File: src/rtl/hazard_ctrl_if.sv
// Decode-side hazard bus: the instruction word and source-use flags go in,
// and stall/flush controls plus performance counters come out.
interface hazard_ctrl_if #(
    parameter int CNT_W = 32
);
    logic [31:0]      instr_i;
    logic             hazard_rs1_i;
    logic             hazard_rs2_i;
    logic             branch_taken_i;
    logic             stall_en_o;
    logic             flush_o;
    logic [CNT_W-1:0] stall_cnt_o;
    logic [CNT_W-1:0] flush_cnt_o;

    // Hazard controller side
    modport slave (
        input  instr_i, hazard_rs1_i, hazard_rs2_i, branch_taken_i,
        output stall_en_o, flush_o, stall_cnt_o, flush_cnt_o
    );

    // Pipeline (decode/execute) side
    modport master (
        output instr_i, hazard_rs1_i, hazard_rs2_i, branch_taken_i,
        input  stall_en_o, flush_o, stall_cnt_o, flush_cnt_o
    );
endinterface

File: src/rtl/hazard_ctrl.sv
// Hazard controller for the 5-stage RV32I core: a destination-register
// scoreboard covering EX..WB stalls decode on RAW, and a small FSM
// stretches each taken-branch redirect into a multi-cycle flush.
module hazard_ctrl #(
    parameter int PIPE_DEPTH   = 3,
    parameter int FLUSH_CYCLES = 2,
    parameter int CNT_W        = 32
) (
    input  logic         clk_i,
    input  logic         rst_i,
    hazard_ctrl_if.slave bus
);
    localparam int FW = $clog2(FLUSH_CYCLES) + 1;
    localparam logic [FW-1:0] FRELOAD = FW'(FLUSH_CYCLES - 1);

    typedef enum logic {IDLE, FLUSH} state_t;

    state_t state_q, state_d;
    logic [FW-1:0] fcnt_q, fcnt_d;

    logic [PIPE_DEPTH-1:0]      sb_vld_q, sb_vld_d;
    logic [PIPE_DEPTH-1:0][4:0] sb_rd_q, sb_rd_d;

    logic [CNT_W-1:0] stall_cnt_q, stall_cnt_d;
    logic [CNT_W-1:0] flush_cnt_q, flush_cnt_d;

    logic [6:0] opcode;
    logic [4:0] rd, rs1, rs2;
    logic       wr, raw1, raw2, flush_raw, flush, stall;
    logic [PIPE_DEPTH-1:0] hit1, hit2;
    logic       unused_bits;

    assign opcode      = bus.instr_i[6:0];
    assign rd          = bus.instr_i[11:7];
    assign rs1         = bus.instr_i[19:15];
    assign rs2         = bus.instr_i[24:20];
    assign unused_bits = ^{bus.instr_i[31:25], bus.instr_i[14:12]};

    // Producer decode: only opcodes that write rd, and never x0
    always_comb begin
        unique case (opcode)
            7'b0110111, 7'b0010111, 7'b1101111, 7'b1100111,
            7'b0000011, 7'b0010011, 7'b0110011: wr = (rd != 5'd0);
            default:                            wr = 1'b0;
        endcase
    end

    // Per-entry source match; WB is compared too since the regfile write
    // only becomes visible the cycle after retirement
    for (genvar k = 0; k < PIPE_DEPTH; k++) begin : g_cmp
        assign hit1[k] = sb_vld_q[k] && (sb_rd_q[k] == rs1);
        assign hit2[k] = sb_vld_q[k] && (sb_rd_q[k] == rs2);
    end

    assign raw1 = bus.hazard_rs1_i && (rs1 != 5'd0) && (|hit1);
    assign raw2 = bus.hazard_rs2_i && (rs2 != 5'd0) && (|hit2);

    // Outputs are forced low while reset is held; flush wins over stall
    assign flush = flush_raw & ~rst_i;
    assign stall = (raw1 | raw2) & ~flush & ~rst_i;

    assign bus.flush_o     = flush;
    assign bus.stall_en_o  = stall;
    assign bus.stall_cnt_o = stall_cnt_q;
    assign bus.flush_cnt_o = flush_cnt_q;

    // Flush FSM next state: a redirect in FLUSH reloads, never shortens
    always_comb begin
        state_d   = state_q;
        fcnt_d    = fcnt_q;
        flush_raw = 1'b0;
        unique case (state_q)
            IDLE: begin
                flush_raw = bus.branch_taken_i;
                if (bus.branch_taken_i && (FLUSH_CYCLES > 1)) begin
                    state_d = FLUSH;
                    fcnt_d  = FRELOAD;
                end
            end
            FLUSH: begin
                flush_raw = 1'b1;
                if (bus.branch_taken_i) begin
                    fcnt_d = FRELOAD;
                end else if (fcnt_q <= FW'(1)) begin
                    state_d = IDLE;
                    fcnt_d  = '0;
                end else begin
                    fcnt_d = fcnt_q - FW'(1);
                end
            end
            default: state_d = IDLE;
        endcase
    end

    // Scoreboard shift; a stalled or flushed decode slot enters as a bubble
    always_comb begin
        sb_vld_d    = '0;
        sb_rd_d     = '0;
        sb_vld_d[0] = wr & ~stall & ~flush;
        sb_rd_d[0]  = rd;
        for (int k = 1; k < PIPE_DEPTH; k++) begin
            sb_vld_d[k] = sb_vld_q[k-1];
            sb_rd_d[k]  = sb_rd_q[k-1];
        end
    end

    // Saturating performance counters
    always_comb begin
        stall_cnt_d = stall_cnt_q;
        flush_cnt_d = flush_cnt_q;
        if (stall && !(&stall_cnt_q))
            stall_cnt_d = stall_cnt_q + CNT_W'(1);
        if (bus.branch_taken_i && !(&flush_cnt_q))
            flush_cnt_d = flush_cnt_q + CNT_W'(1);
    end

    // State registers
    always_ff @(posedge clk_i or posedge rst_i) begin
        if (rst_i) begin
            state_q     <= IDLE;
            fcnt_q      <= '0;
            sb_vld_q    <= '0;
            sb_rd_q     <= '0;
            stall_cnt_q <= '0;
            flush_cnt_q <= '0;
        end else begin
            state_q     <= state_d;
            fcnt_q      <= fcnt_d;
            sb_vld_q    <= sb_vld_d;
            sb_rd_q     <= sb_rd_d;
            stall_cnt_q <= stall_cnt_d;
            flush_cnt_q <= flush_cnt_d;
        end
    end
endmodule

File: src/flat_wrapper.sv
// flat-port wrapper written by rule: the top's interface ports become plain ports
module hazard_ctrl_flat 
#(
    parameter int PIPE_DEPTH   = 3,
    parameter int FLUSH_CYCLES = 2,
    parameter int CNT_W        = 32
)
  (clk_i, rst_i, bus_instr_i, bus_hazard_rs1_i, bus_hazard_rs2_i, bus_branch_taken_i, bus_stall_en_o, bus_flush_o, bus_stall_cnt_o, bus_flush_cnt_o);
  hazard_ctrl_if #(.CNT_W(CNT_W)) bus_i ();
  input  logic clk_i;
  input  logic rst_i;
  input wire logic [$bits(bus_i.instr_i)-1:0] bus_instr_i;
  input wire logic [$bits(bus_i.hazard_rs1_i)-1:0] bus_hazard_rs1_i;
  input wire logic [$bits(bus_i.hazard_rs2_i)-1:0] bus_hazard_rs2_i;
  input wire logic [$bits(bus_i.branch_taken_i)-1:0] bus_branch_taken_i;
  output wire logic [$bits(bus_i.stall_en_o)-1:0] bus_stall_en_o;
  output wire logic [$bits(bus_i.flush_o)-1:0] bus_flush_o;
  output wire logic [$bits(bus_i.stall_cnt_o)-1:0] bus_stall_cnt_o;
  output wire logic [$bits(bus_i.flush_cnt_o)-1:0] bus_flush_cnt_o;
  assign bus_i.instr_i = bus_instr_i;
  assign bus_i.hazard_rs1_i = bus_hazard_rs1_i;
  assign bus_i.hazard_rs2_i = bus_hazard_rs2_i;
  assign bus_i.branch_taken_i = bus_branch_taken_i;
  assign bus_stall_en_o = bus_i.stall_en_o;
  assign bus_flush_o = bus_i.flush_o;
  assign bus_stall_cnt_o = bus_i.stall_cnt_o;
  assign bus_flush_cnt_o = bus_i.flush_cnt_o;
  hazard_ctrl #(.PIPE_DEPTH(PIPE_DEPTH), .FLUSH_CYCLES(FLUSH_CYCLES), .CNT_W(CNT_W)) u_core (.clk_i(clk_i), .rst_i(rst_i), .bus(bus_i));
endmodule
File: config.mk
export PLATFORM = sky130hd
export DESIGN_NAME = hazard_ctrl_flat
export DESIGN_NICKNAME = d
export VERILOG_FILES = /design/src/rtl/hazard_ctrl_if.sv /design/src/rtl/hazard_ctrl.sv /design/src/flat_wrapper.sv
export SDC_FILE = /design/constraint.sdc
export NUM_CORES = 1
export LEC_CHECK = 0
export BUFFER_PORTS_ARGS = -buffer_cell sky130_fd_sc_hd__buf_2
export CAP_MARGIN = 10
export CORE_MARGIN = 2
export CORE_UTILIZATION = 55
export CTS_BUF_LIST = sky130_fd_sc_hd__clkbuf_8
export CTS_CLUSTER_DIAMETER = 150
export DETAILED_ROUTE_END_ITERATION = 10
export MAX_ROUTING_LAYER = met4
export PLACE_DENSITY = 0.88
export SETUP_SLACK_MARGIN = 0.4
export SLEW_MARGIN = 20
export SYNTH_ARGS = -nofsm -noshare
export SYNTH_HDL_FRONTEND = slang
export SYNTH_SLANG_ARGS = --single-unit
File: constraint.sdc
create_clock -name clk_i -period 3 [get_ports clk_i]
set_input_delay 0.3 -clock clk_i [delete_from_list [all_inputs] [get_ports clk_i]]
set_output_delay 0.3 -clock clk_i [all_outputs]
set_load 0.01 [all_outputs]
==> out/metrics.csv, run 1 <==
stage;metric;value;unit
cells_and_area;ant diodes;0;
yosys;Synth async-reset ratio;1.00;
timing;clk_skew;0.0107;ns
global_routing;grt ovf;0;
power_and_ir_drop;switching share of power;0.256;
status;status;completed;
critical_path;CP peak stage delay;0.42;ns
timing;Setup TNS;0;ns
job;MaxCap Viol Count;0;
yosys;post-synth cell types;48;
clock_network;Clock Tree Buf Depth;2;
yosys;Post-synth EDFFs;0;
clock_network;post-CTS sizing;0;
yosys;Seq/Total Area, Yosys;0.523;
critical_path;r2r setup slk;0.63;ns
clock_network;Clk pin slew, worst setup/hold paths;0.09;ns
drt;vias per cell;5.36;
power_and_ir_drop;cell area power density;496;nW/µm²
floorplan;Die H;90.0;µm
critical_path;CP Launch Type;register;
critical_path;crit path cell chain;xor2_1 > nor4_2 > nand3_1 > a31oi_2 > nor2_2 > inv_2 > buf_2;
timing;Max Slew Vio Count;0;
power_and_ir_drop;Max VDD drop;0.379;mV
timing;slew margin rel.;0.499;
critical_path;CP delay by family, top;simple AND/OR/NAND/NOR gates;
clock_network;H-Tree Depth;3;
floorplan;Rows;31;
placed_design;cell area after placement;4650;µm²
power_and_ir_drop;Sw Pwr;0.623;mW
drt;Pre-antenna DRT Iters;4;
clock_network;postcts setup bufs;0;
cells_and_area;post-route cell area;4910;µm²
clock_network;clk_lat worst skew;0.35;ns
floorplan;Die ar.;8090;µm²
drt;Vias;3106;
critical_path;Critical Setup Path Class;reg2out;
timing;Final Hold Fails;0;
critical_path;CP bufs+invs;2;
placed_design;IO Port Bufs;92;
worst_hold_path;hold path start;bus_instr_i[11];
drt;remaining antenna violation count;0;
floorplan;Die X;90.0;µm
global_routing;largest net degree at the start of global routing;63;
drt;DR DRC count;0;
cells_and_area;share of layout cells above drive strength 1;0.283;
yosys;Mapped Cells;372;
clock_network;root buffer cell;clkbuf_8;
floorplan;I/O pins;103;
timing;period utilization;0.823;
critical_path;WP depth;7;
timing;Min Hold Slack;0.0615;ns
yosys;dominant register cell in the synthesized netlist;dfrtp_1;
timing;Max Clk Rate;405;MHz
timing;slew at the pin with the worst max-slew slack;0.752;ns
global_routing;first-pass GRT wire length;14900;µm
clock_network;Num CTS Buffers;9;
floorplan;CORE AREA;7210;µm²
drt;Detailed Route Iter0 Violations;102;
worst_hold_path;worst hold path class;in2reg;
timing;min cycle time layout;2.47;ns
power_and_ir_drop;clock group share of total power;0.371;
drt;Total Wirelength;8530;µm
floorplan;Starting Density;0.563;
global_routing;GR Util All Layers;0.234;
power_and_ir_drop;Sequential Power Share;0.525;
critical_path;crit-path max FO;12;
power_and_ir_drop;Comb power frac;0.104;
timing;setup violators final;0;
worst_hold_path;Worst Hold Endpoint;u_core.sb_rd_d[9];
global_routing;number of global-route vias before repair;3181;
drt;Routed wire per std cell;14.7;µm
critical_path;Worst Setup End Kind;output port;
critical_path;Worst Reg-to-Reg Cells;6;
critical_path;reg2reg start;u_core.bus.stall_cnt_o[25];
worst_hold_path;Hold Path Stages;1;
yosys;yosys warns;0;
yosys;Synth Area per Inst;10.9;µm²
placed_design;GP Congestion;0.857;
yosys;syn nets;411;
power_and_ir_drop;Pint;1.81;mW
clock_network;TritonCTS clock tree;built;
critical_path;RR Endpoint;u_core.bus.stall_cnt_o[1];
critical_path;Critical Path AT;2.17;ns
timing;RSZ-0062 raised after global routing;false;
cells_and_area;nets;514;
critical_path;CP required;2.70;ns
yosys;Synth Register Bits;85;
clock_network;CTS Sinks;85;
global_routing;initial antenna violation count;0;
yosys;Syn Std Cell Area;4060;µm²
placed_design;Final HPWL DP;6260;µm
critical_path;slowest library cell on the worst path;dfrtp_1;
power_and_ir_drop;leakage;2.51;nW
cells_and_area;Area growth syn-to-layout;20.8;%
clock_network;hold-fix buffers at CTS;0;
==> power by group through the flow <==
| stage | Clock (mW) | Sequential [mW] | Combinational (mW) |
|---|---|---|---|
| 2_1_floorplan | 0 | 1.31 | 0.130 |
| 3_3_place_gp | 0 | 1.29 | 0.243 |
| 3_5_place_dp | 0 | 1.30 | 0.252 |
| 4_1_cts | 0.916 | 1.28 | 0.253 |
| 5_1_grt | 0.977 | 1.29 | 0.283 |
| 6_report | 0.904 | 1.28 | 0.253 |
==> sequential cells by signal, indices dropped and copies added, names as in the netlist <==
signal                  count
u_core.bus.flush_cnt_o     32
u_core.bus.stall_cnt_o     32
u_core.fcnt_q               2
u_core.sb_rd_d             10
u_core.sb_rd_q              5
u_core.sb_vld_q             3
u_core.state_q              1
==> synthesized netlist by cell type (3+ instances only) <==
cell type  number  area [µm²]
nor3b_1         5        37.5
nor2_1         32         120
dfrtp_1        85        2130
xor2_1         67         587
inv_1          11        41.3
o211ai_1        3        22.5
and4_1          6        52.6
nand4_1         9        56.3
xnor2_1        24         210
and3_1          7        43.8
nor4_1          8        50.1
mux2_2          3        33.8
nand3_1        23         115
nor3_1         17        85.1
nand2_1        29         109
==> placed cells by master (no fill, tap or decap), types with 3 or more instances in the layout <==
cell type	instances
buf_2	92
dfrtp_1	85
xor2_1	67
nor2_1	32
nand2_1	29
xnor2_1	24
nand3_1	23
nor3_1	16
inv_1	10
clkbuf_8	10
nand4_1	9
and3_1	7
and4_1	6
nor4_1	6
nor3b_1	5
nor4_2	4
buf_4	4
o211ai_1	3
mux2_2	3
==> worst max-delay path by stage <==
stage	start	to	slack, ns
after floorplan	rst_i	u_core.bus.flush_cnt_o[0]	0.51
after detailed placement	bus_instr_i[16]	u_core.bus.stall_cnt_o[27]	0.49
final	u_core.sb_rd_d[9]	bus_stall_en_o	0.53
after global placement	bus_instr_i[21]	u_core.bus.stall_cnt_o[27]	0.56
after CTS	u_core.sb_rd_d[8]	bus_stall_en_o	0.41
after global routing	u_core.sb_rd_d[9]	bus_stall_en_o	0.41
==> routing by layer <==
layer  routed length [µm]  vias to the layer above  share of wire  track usage
met5                    0                        -              0            -
met4                  150                        0          0.018       0.0744
met3                  405                       14          0.047       0.0687
met2                 4240                       80           0.50        0.371
met1                 3730                     1535           0.44        0.292
li1                     -                     1477              -            -
==> per-stage QoR <==
| step | utilization | power [mW] | cells | worst slack (ns) |
|---|---|---|---|---|
| 6_report | 0.680 | 2.43 | 579 | 0.532 |
| 5_1_grt | 0.680 | 2.55 | 579 | 0.408 |
| 4_1_cts | 0.676 | 2.45 | 579 | 0.412 |
| 3_5_place_dp | 0.645 | 1.55 | 563 | 0.491 |
| 3_3_place_gp | 0.645 | 1.54 | 563 | 0.556 |
| 2_1_floorplan | - | 1.44 | 372 | 0.507 |
==> logic make-up after synthesis <==
kind of cell | Yosys count | synth area share
compound gates | 17 | 0.0345
xor+xnor | 91 | 0.196
fa+ha+maj | 2 | 0.00616
buf+inv | 15 | 0.0163
flops | 85 | 0.523
mux | 3 | 0.00831
simple gates | 159 | 0.215
==> area by class of cell <==
class                      count  area [µm²]
clock buffer                  10         138
clock inverter                 6        87.6
fill                         542        2310
inverter                      11        43.8
multi-input combinational    272        1900
sequential                    85        2130
tap                           99         124
timing repair buffer          96         490
Note: power is estimated with default switching activity, not from simulation.
==> inputs of run 2 (changes only) <==
==> constraint.sdc (replaced) <==
create_clock -name clk_i -period 2.29 [get_ports clk_i]
set_input_delay 0.229 -clock clk_i [delete_from_list [all_inputs] [get_ports clk_i]]
set_output_delay 0.229 -clock clk_i [all_outputs]
set_load 0.01 [all_outputs]
==> out/metrics.csv, run 2 (synthesis gave the netlist of run 1 again) <==
stage;metric;value;unit;change
critical_path;crit-path max FO;6;;-6
floorplan;Die H;90.0;µm;unchanged
clock_network;Num CTS Buffers;9;;unchanged
cells_and_area;commonest non-fill, non-tap cell in the layout;buf_2;;
critical_path;slowest library cell on the worst path;dfrtp_1;;
clock_network;Clock Tree Buf Depth;2;;unchanged
global_routing;grt ovf;0;;unchanged
clock_network;CTS Sinks;85;;unchanged
timing;Max Clk Rate;437;MHz;
timing;final setup margin;0.00180;ns;-0.530 ns
critical_path;r2r setup slk;0.002;ns;-0.63 ns
cells_and_area;share of layout cells above drive strength 1;0.499;;+0.216
critical_path;CP Launch Type;register;;
critical_path;Critical Path AT;2.55;ns;+0.38 ns
drt;Pre-antenna DRT Iters;5;;+1
power_and_ir_drop;leakage;3.17;nW;+26%
clock_network;clk_lat worst skew;0.36;ns;about the same
status;status;completed;;
power_and_ir_drop;cell area power density;572;nW/µm²;+15%
critical_path;Worst Reg-to-Reg Cells;8;;+2
global_routing;first-pass GRT wire length;17800;µm;+19%
global_routing;initial antenna violation count;0;;unchanged
cells_and_area;Area growth syn-to-layout;46.8;%;
drt;vias per cell;5.76;;+7.4%
timing;RSZ-0062 raised after global routing;true;;
job;MaxCap Viol Count;0;;unchanged
cells_and_area;fin util;0.827;;+0.147
cells_and_area;post-route cell area;5970;µm²;+22%
placed_design;cell area after placement;4800;µm²;+3.1%
floorplan;Die X;90.0;µm;unchanged
global_routing;largest net degree at the start of global routing;51;;-19%
timing;Final Hold Fails;0;;unchanged
drt;Vias;3712;;+20%
clock_network;Clk pin slew, worst setup/hold paths;0.10;ns;about the same
timing;period utilization;0.999;;
clock_network;root buffer cell;clkbuf_8;;
placed_design;IO Port Bufs;92;;unchanged
critical_path;crit path cell chain;xor2_1 > nor4_2 > nand3_1 > a31oi_4 > o22ai_2 > buf_6 > nor3b_4 > xor2_1;;
critical_path;Critical Setup Path Class;reg2reg;;
placed_design;Final HPWL DP;6590;µm;+5.3%
timing;slew at the pin with the worst max-slew slack;0.806;ns;+0.0538 ns
global_routing;number of global-route vias before repair;3567;;+12%
drt;Routed wire per std cell;19.4;µm;+32%
placed_design;GP Congestion;0.883;;+3.1%
global_routing;GR Util All Layers;0.283;;+0.0496
critical_path;RR Endpoint;u_core.bus.stall_cnt_o[3];;
floorplan;Die ar.;8090;µm²;unchanged
floorplan;CORE AREA;7210;µm²;unchanged
clock_network;H-Tree Depth;3;;unchanged
floorplan;Rows;31;;unchanged
timing;setup violators final;0;;unchanged
clock_network;TritonCTS clock tree;built;;
power_and_ir_drop;total power;3.41;mW;+40%
cells_and_area;most frequent cells in the layout;buf_2 (91), dfrtp_1 (80), xor2_1 (65);;
cells_and_area;nets;579;;+13%
critical_path;CP peak stage delay;0.43;ns;about the same
floorplan;Starting Density;0.563;;unchanged
critical_path;Worst path most repeated cell;xor2_1;;
timing;min cycle time layout;2.29;ns;
critical_path;Worst Setup End Kind;register;;
drt;Total Wirelength;12500;µm;+46%
power_and_ir_drop;Max VDD drop;0.817;mV;+120%
timing;Max Slew Vio Count;0;;unchanged
worst_hold_path;worst hold path class;in2async;;
placed_design;worst slack, placed;-0.0622;ns;-0.553 ns
floorplan;I/O pins;103;;unchanged
timing;clk_skew;0.0194;ns;+0.00873 ns
drt;Detailed Route Iter0 Violations;281;;+180%
critical_path;reg2reg start;u_core.sb_rd_d[11];;
cells_and_area;ant diodes;0;;unchanged
drt;remaining antenna violation count;0;;unchanged
timing;slew margin rel.;0.462;;-0.0370
drt;DR DRC count;0;;unchanged
critical_path;CP required;2.55;ns;-0.15 ns
run 2: per-layer routing:
metal	part of all wire	global-route usage	vias to the layer above
met4	0.031	0.109	0
li1	-	-	1607
met5	0	-	-
met1	0.38	0.340	1867
met2	0.53	0.479	192
met3	0.059	0.0528	46
run 2: metrics by stage:
| stage | hold WS [ns] | instances | setup TNS, ns |
|---|---|---|---|
| final | 0.0344 | 644 | 0 |
| after global routing | 0.0941 | 644 | -0.0832 |
| after CTS | 0.0543 | 622 | 0 |
| after detailed placement | 0.353 | 569 | -0.0767 |
| after global placement | 0.352 | 569 | 0 |
| after floorplan | 0.260 | 372 | 0 |
run 2: worst max-delay path by stage:
| stage | from | to | slack, ns | depth (start not counted) |
|---|---|---|---|---|
| after floorplan | u_core.bus.stall_cnt_o[25] | u_core.bus.stall_cnt_o[27] | 0.26 | 7 |
| final | u_core.sb_rd_d[11] | u_core.bus.stall_cnt_o[3] | 0.002 | 8 |
| after detailed placement | u_core.sb_rd_q[14] | u_core.bus.stall_cnt_o[28] | -0.06 | 8 |
| after global placement | u_core.sb_rd_q[14] | u_core.bus.stall_cnt_o[28] | 0.05 | 8 |
| after CTS | u_core.sb_rd_d[9] | bus_stall_en_o | 0.08 | 7 |
| after global routing | u_core.sb_rd_d[11] | bus_stall_en_o | -0.03 | 7 |
run 2: worst max-delay path, delay by kind of cell (launching register included):
| kind | cells | cell delay, ns |
|---|---|---|
| and+or+nand+nor | 3 | 0.69 |
| DFF | 1 | 0.43 |
| AOI/OAI and AO/OA | 2 | 0.45 |
| buffers and inverters | 1 | 0.17 |
| xor gates and xnor gates | 2 | 0.44 |
run 2: layout make-up:
cell class,instances,area (µm²)
clock buffer,11,151
clock inverter,5,58.8
fill,384,1250
inverter,11,45.0
multi-input combinational,272,2420
sequential,85,2130
tap,99,124
timing repair buffer,161,1040
run 2: power breakdown:
group          switching, mW  internal [mW]
clock network          0.578          0.564
registers             0.0900           1.58
logic                  0.303          0.299
run 2: timing repair:
item	CTS	global route
hold buffers	5	0
resized for setup	52	58
cloned	1	0
buffers inserted	31	22
endpoints found under the hold margin	5	0
setup endpoints to repair	62	64
pin swaps	51	41
==> inputs of run 3 (changes only) <==
--- a/config.mk
+++ b/config.mk
@@ -5,15 +5,16 @@
 export SDC_FILE = /design/constraint.sdc
 export NUM_CORES = 1
 export LEC_CHECK = 0
-export BUFFER_PORTS_ARGS = -buffer_cell sky130_fd_sc_hd__buf_2
+export ABC_AREA = 1
+export BUFFER_PORTS_ARGS = -buffer_cell sky130_fd_sc_hd__buf_4
 export CAP_MARGIN = 10
 export CORE_MARGIN = 2
-export CORE_UTILIZATION = 55
+export CORE_UTILIZATION = 57
 export CTS_BUF_LIST = sky130_fd_sc_hd__clkbuf_8
 export CTS_CLUSTER_DIAMETER = 150
 export DETAILED_ROUTE_END_ITERATION = 10
 export MAX_ROUTING_LAYER = met4
-export PLACE_DENSITY = 0.88
+export PLACE_DENSITY = 0.89
 export SETUP_SLACK_MARGIN = 0.4
 export SLEW_MARGIN = 20
 export SYNTH_ARGS = -nofsm -noshare
==> out/metrics.csv, run 3 <==
stage;metric;value;unit;change
timing;setup violators final;0;;unchanged
global_routing;grt peak-use layer;met2;;
drt;Detailed Route Iter0 Violations;281;;unchanged
global_routing;first-pass GRT wire length;21300;µm;+20%
drt;vias per cell;5.41;;-6.2%
yosys;Synth area leader;dfrtp_1;;
yosys;syn nets;692;;+68%
drt;Pre-antenna DRT Iters;5;;unchanged
floorplan;Rows;33;;+6.5%
critical_path;slowest library cell on the worst path;dfrtp_2;;
timing;Max Clk Rate;522;MHz;+19%
power_and_ir_drop;cell area power density;504;nW/µm²;-12%
placed_design;GP Congestion;0.966;;+9.3%
yosys;Synth Area per Inst;7.56;µm²;-31%
placed_design;IO Port Bufs;92;;unchanged
yosys;Syn Std Cell Area;4940;µm²;+21%
clock_network;H-Tree Depth;3;;unchanged
drt;DR DRC count;0;;unchanged
timing;RSZ-0062 raised after global routing;true;;
critical_path;Worst Setup End Kind;output port;;
critical_path;crit path cell chain;buf_6 > nand2_2 > nand2_1 > nor2_1 > nand3_1 > nand3_1 > nand2_1 > nand2_2 > nand2_4 > inv_4 > buf_6;;
timing;Min Hold Slack;0.0649;ns;+0.0305 ns
yosys;top-count cell post-synth;nand2_1;;
timing;clk_skew;0.0159;ns;-0.00353 ns
timing;min cycle time layout;1.92;ns;-0.373 ns
cells_and_area;ant diodes;0;;unchanged
critical_path;Critical Path AT;1.69;ns;-0.86 ns
power_and_ir_drop;leakage;3.33;nW;+4.9%
placed_design;Final HPWL DP;9280;µm;+41%
global_routing;grt ovf;0;;unchanged
yosys;Synth Register Bits;85;;unchanged
clock_network;Num CTS Buffers;9;;unchanged
global_routing;grt met3 use;0.0554;;+0.00259
floorplan;Starting Density;0.595;;+0.0316
global_routing;number of global-route vias before repair;4507;;+26%
drt;Routed wire per std cell;14.9;µm;-23%
yosys;dominant register cell in the synthesized netlist;dfrtp_1;;
drt;Vias;4834;;+30%
yosys;post-synth cell types;37;;-23%
yosys;Synth async-reset ratio;1.00;;unchanged
drt;remaining antenna violation count;0;;unchanged
critical_path;CP peak stage delay;0.45;ns;+0.02 ns
worst_hold_path;worst hold path class;in2async;;
timing;slew margin rel.;0.550;;+0.0885
yosys;synth top area cells;dfrtp_1 (43%), nand2_1 (18%), xor2_1 (5.5%);;
cells_and_area;share of layout cells above drive strength 1;0.278;;-0.222
clock_network;CTS Sinks;85;;unchanged
cells_and_area;most frequent cells in the layout;nand2_1 (231), buf_4 (116), dfrtp_1 (77);;
job;MaxCap Viol Count;0;;unchanged
critical_path;CP Launch Type;register;;
critical_path;CP bufs+invs;3;;+2
timing;Setup TNS;0;ns;unchanged
cells_and_area;Area growth syn-to-layout;29.3;%;
timing;period utilization;0.836;;-0.163
timing;slew at the pin with the worst max-slew slack;0.675;ns;-0.131 ns
global_routing;initial antenna violation count;0;;unchanged
yosys;top cells by instance count after synthesis;nand2_1 (234), dfrtp_1 (85), nor2_1 (71);;
critical_path;crit-path max FO;4;;-2
floorplan;Die H;97.1;µm;+7.9%
yosys;Mapped Cells;653;;+76%
yosys;top-area cell type share of the netlist area;0.431;;-0.0926
status;status;completed;;
global_routing;GR Util All Layers;0.279;;-0.00390
yosys;yosys warns;0;;unchanged
cells_and_area;commonest non-fill, non-tap cell in the layout;nand2_1;;
floorplan;Die ar.;9420;µm²;+16%
floorplan;CORE AREA;8300;µm²;+15%
clock_network;TritonCTS clock tree;built;;
yosys;Post-synth EDFFs;0;;unchanged
critical_path;Critical Setup Path Class;reg2out;;
global_routing;largest net degree at the start of global routing;54;;+5.9%
clock_network;root buffer cell;clkbuf_8;;
global_routing;M1 GR Usage;0.371;;+0.0314
drt;Total Wirelength;13400;µm;+7.0%
clock_network;Clock Tree Buf Depth;2;;unchanged
floorplan;Die X;97.1;µm;+7.9%
yosys;Seq/Total Area, Yosys;0.431;;-0.0926
power_and_ir_drop;Max VDD drop;0.360;mV;-56%
timing;Max Slew Vio Count;0;;unchanged
cells_and_area;nets;823;;+42%
clock_network;Clk pin slew, worst setup/hold paths;0.09;ns;about the same
floorplan;I/O pins;103;;unchanged
timing;Final Hold Fails;0;;unchanged
global_routing;M2 GR Usage;0.453;;-0.0262
critical_path;CP required;2.06;ns;-0.49 ns
critical_path;CP delay by family, top;simple AND/OR/NAND/NOR gates;;
clock_network;clk_lat worst skew;0.36;ns;about the same
[run 3: routing by layer]
layer,wire (µm),vias up
met5,0,-
met4,204,0
met3,791,20
met2,6720,165
met1,5640,2328
li1,-,2321
[run 3: stage by stage]
stage | setup WS (ns) | instance area (µm²) | cells | power [mW] | util
5_1_grt | 0.269 | 6380 | 894 | 3.36 | 0.769
6_report | 0.375 | 6380 | 894 | 3.21 | 0.769
2_1_floorplan | 0.193 | 4950 | 653 | 1.94 | -
4_1_cts | 0.352 | 6090 | 879 | 3.20 | 0.733
3_3_place_gp | 0.366 | 5770 | 850 | 2.14 | 0.695
3_5_place_dp | 0.359 | 5770 | 850 | 2.16 | 0.695
[run 3: cells by family after synthesis]
group	after synthesis	share of synthesized area
simple gates	422	0.394
compound gates	17	0.0188
flops	85	0.431
buf+inv	79	0.0661
xor+xnor	48	0.0851
fa+ha+maj	2	0.00507
[run 3: final cells by class]
class,instances,area (µm²)
tap,105,131
fill,585,1920
sequential,85,2140
clock inverter,6,52.6
clock buffer,10,138
multi-input combinational,490,2670
inverter,72,282
timing repair buffer,126,977
[run 3: worst paths after layout]
check / from / end / slack [ns] / cells after the start
worst min register to register: u_core.sb_rd_d[5] / u_core.sb_rd_d[10] / 0.41 / 0
worst max-delay path: u_core.sb_rd_d[7] / bus_stall_en_o / 0.37 / 11
worst min-delay path: rst_i / u_core.bus.stall_cnt_o[16] / 0.06 / 3
max in group asynchronous: rst_i / u_core.bus.flush_cnt_o[2] / 1.64 / 3
worst max register to register: u_core.bus.stall_cnt_o[1] / u_core.bus.stall_cnt_o[14] / 0.43 / 11
min in group clk_i: bus_branch_taken_i / u_core.fcnt_q[0] / 0.17 / 3
[run 3: worst min-delay path: cells and delay by family]
kind                   cells  cell delay [ns]
buffers and inverters      3             0.61
[run 3: repair_timing]
item	CTS	global route
hold buffers	5	0
pin swaps	3	23
buffers inserted	8	14
cloned	0	1
endpoints found under the hold margin	5	0
gates resized for setup	6	51
setup endpoints to repair	21	45
[run 3: report_power, final]
| part | total [mW] | internal [mW] | switching (mW) |
|---|---|---|---|
| sequential | 1.67 | 1.58 | 0.0974 |
| combinational | 0.494 | 0.218 | 0.277 |
| clock | 1.05 | 0.444 | 0.601 |
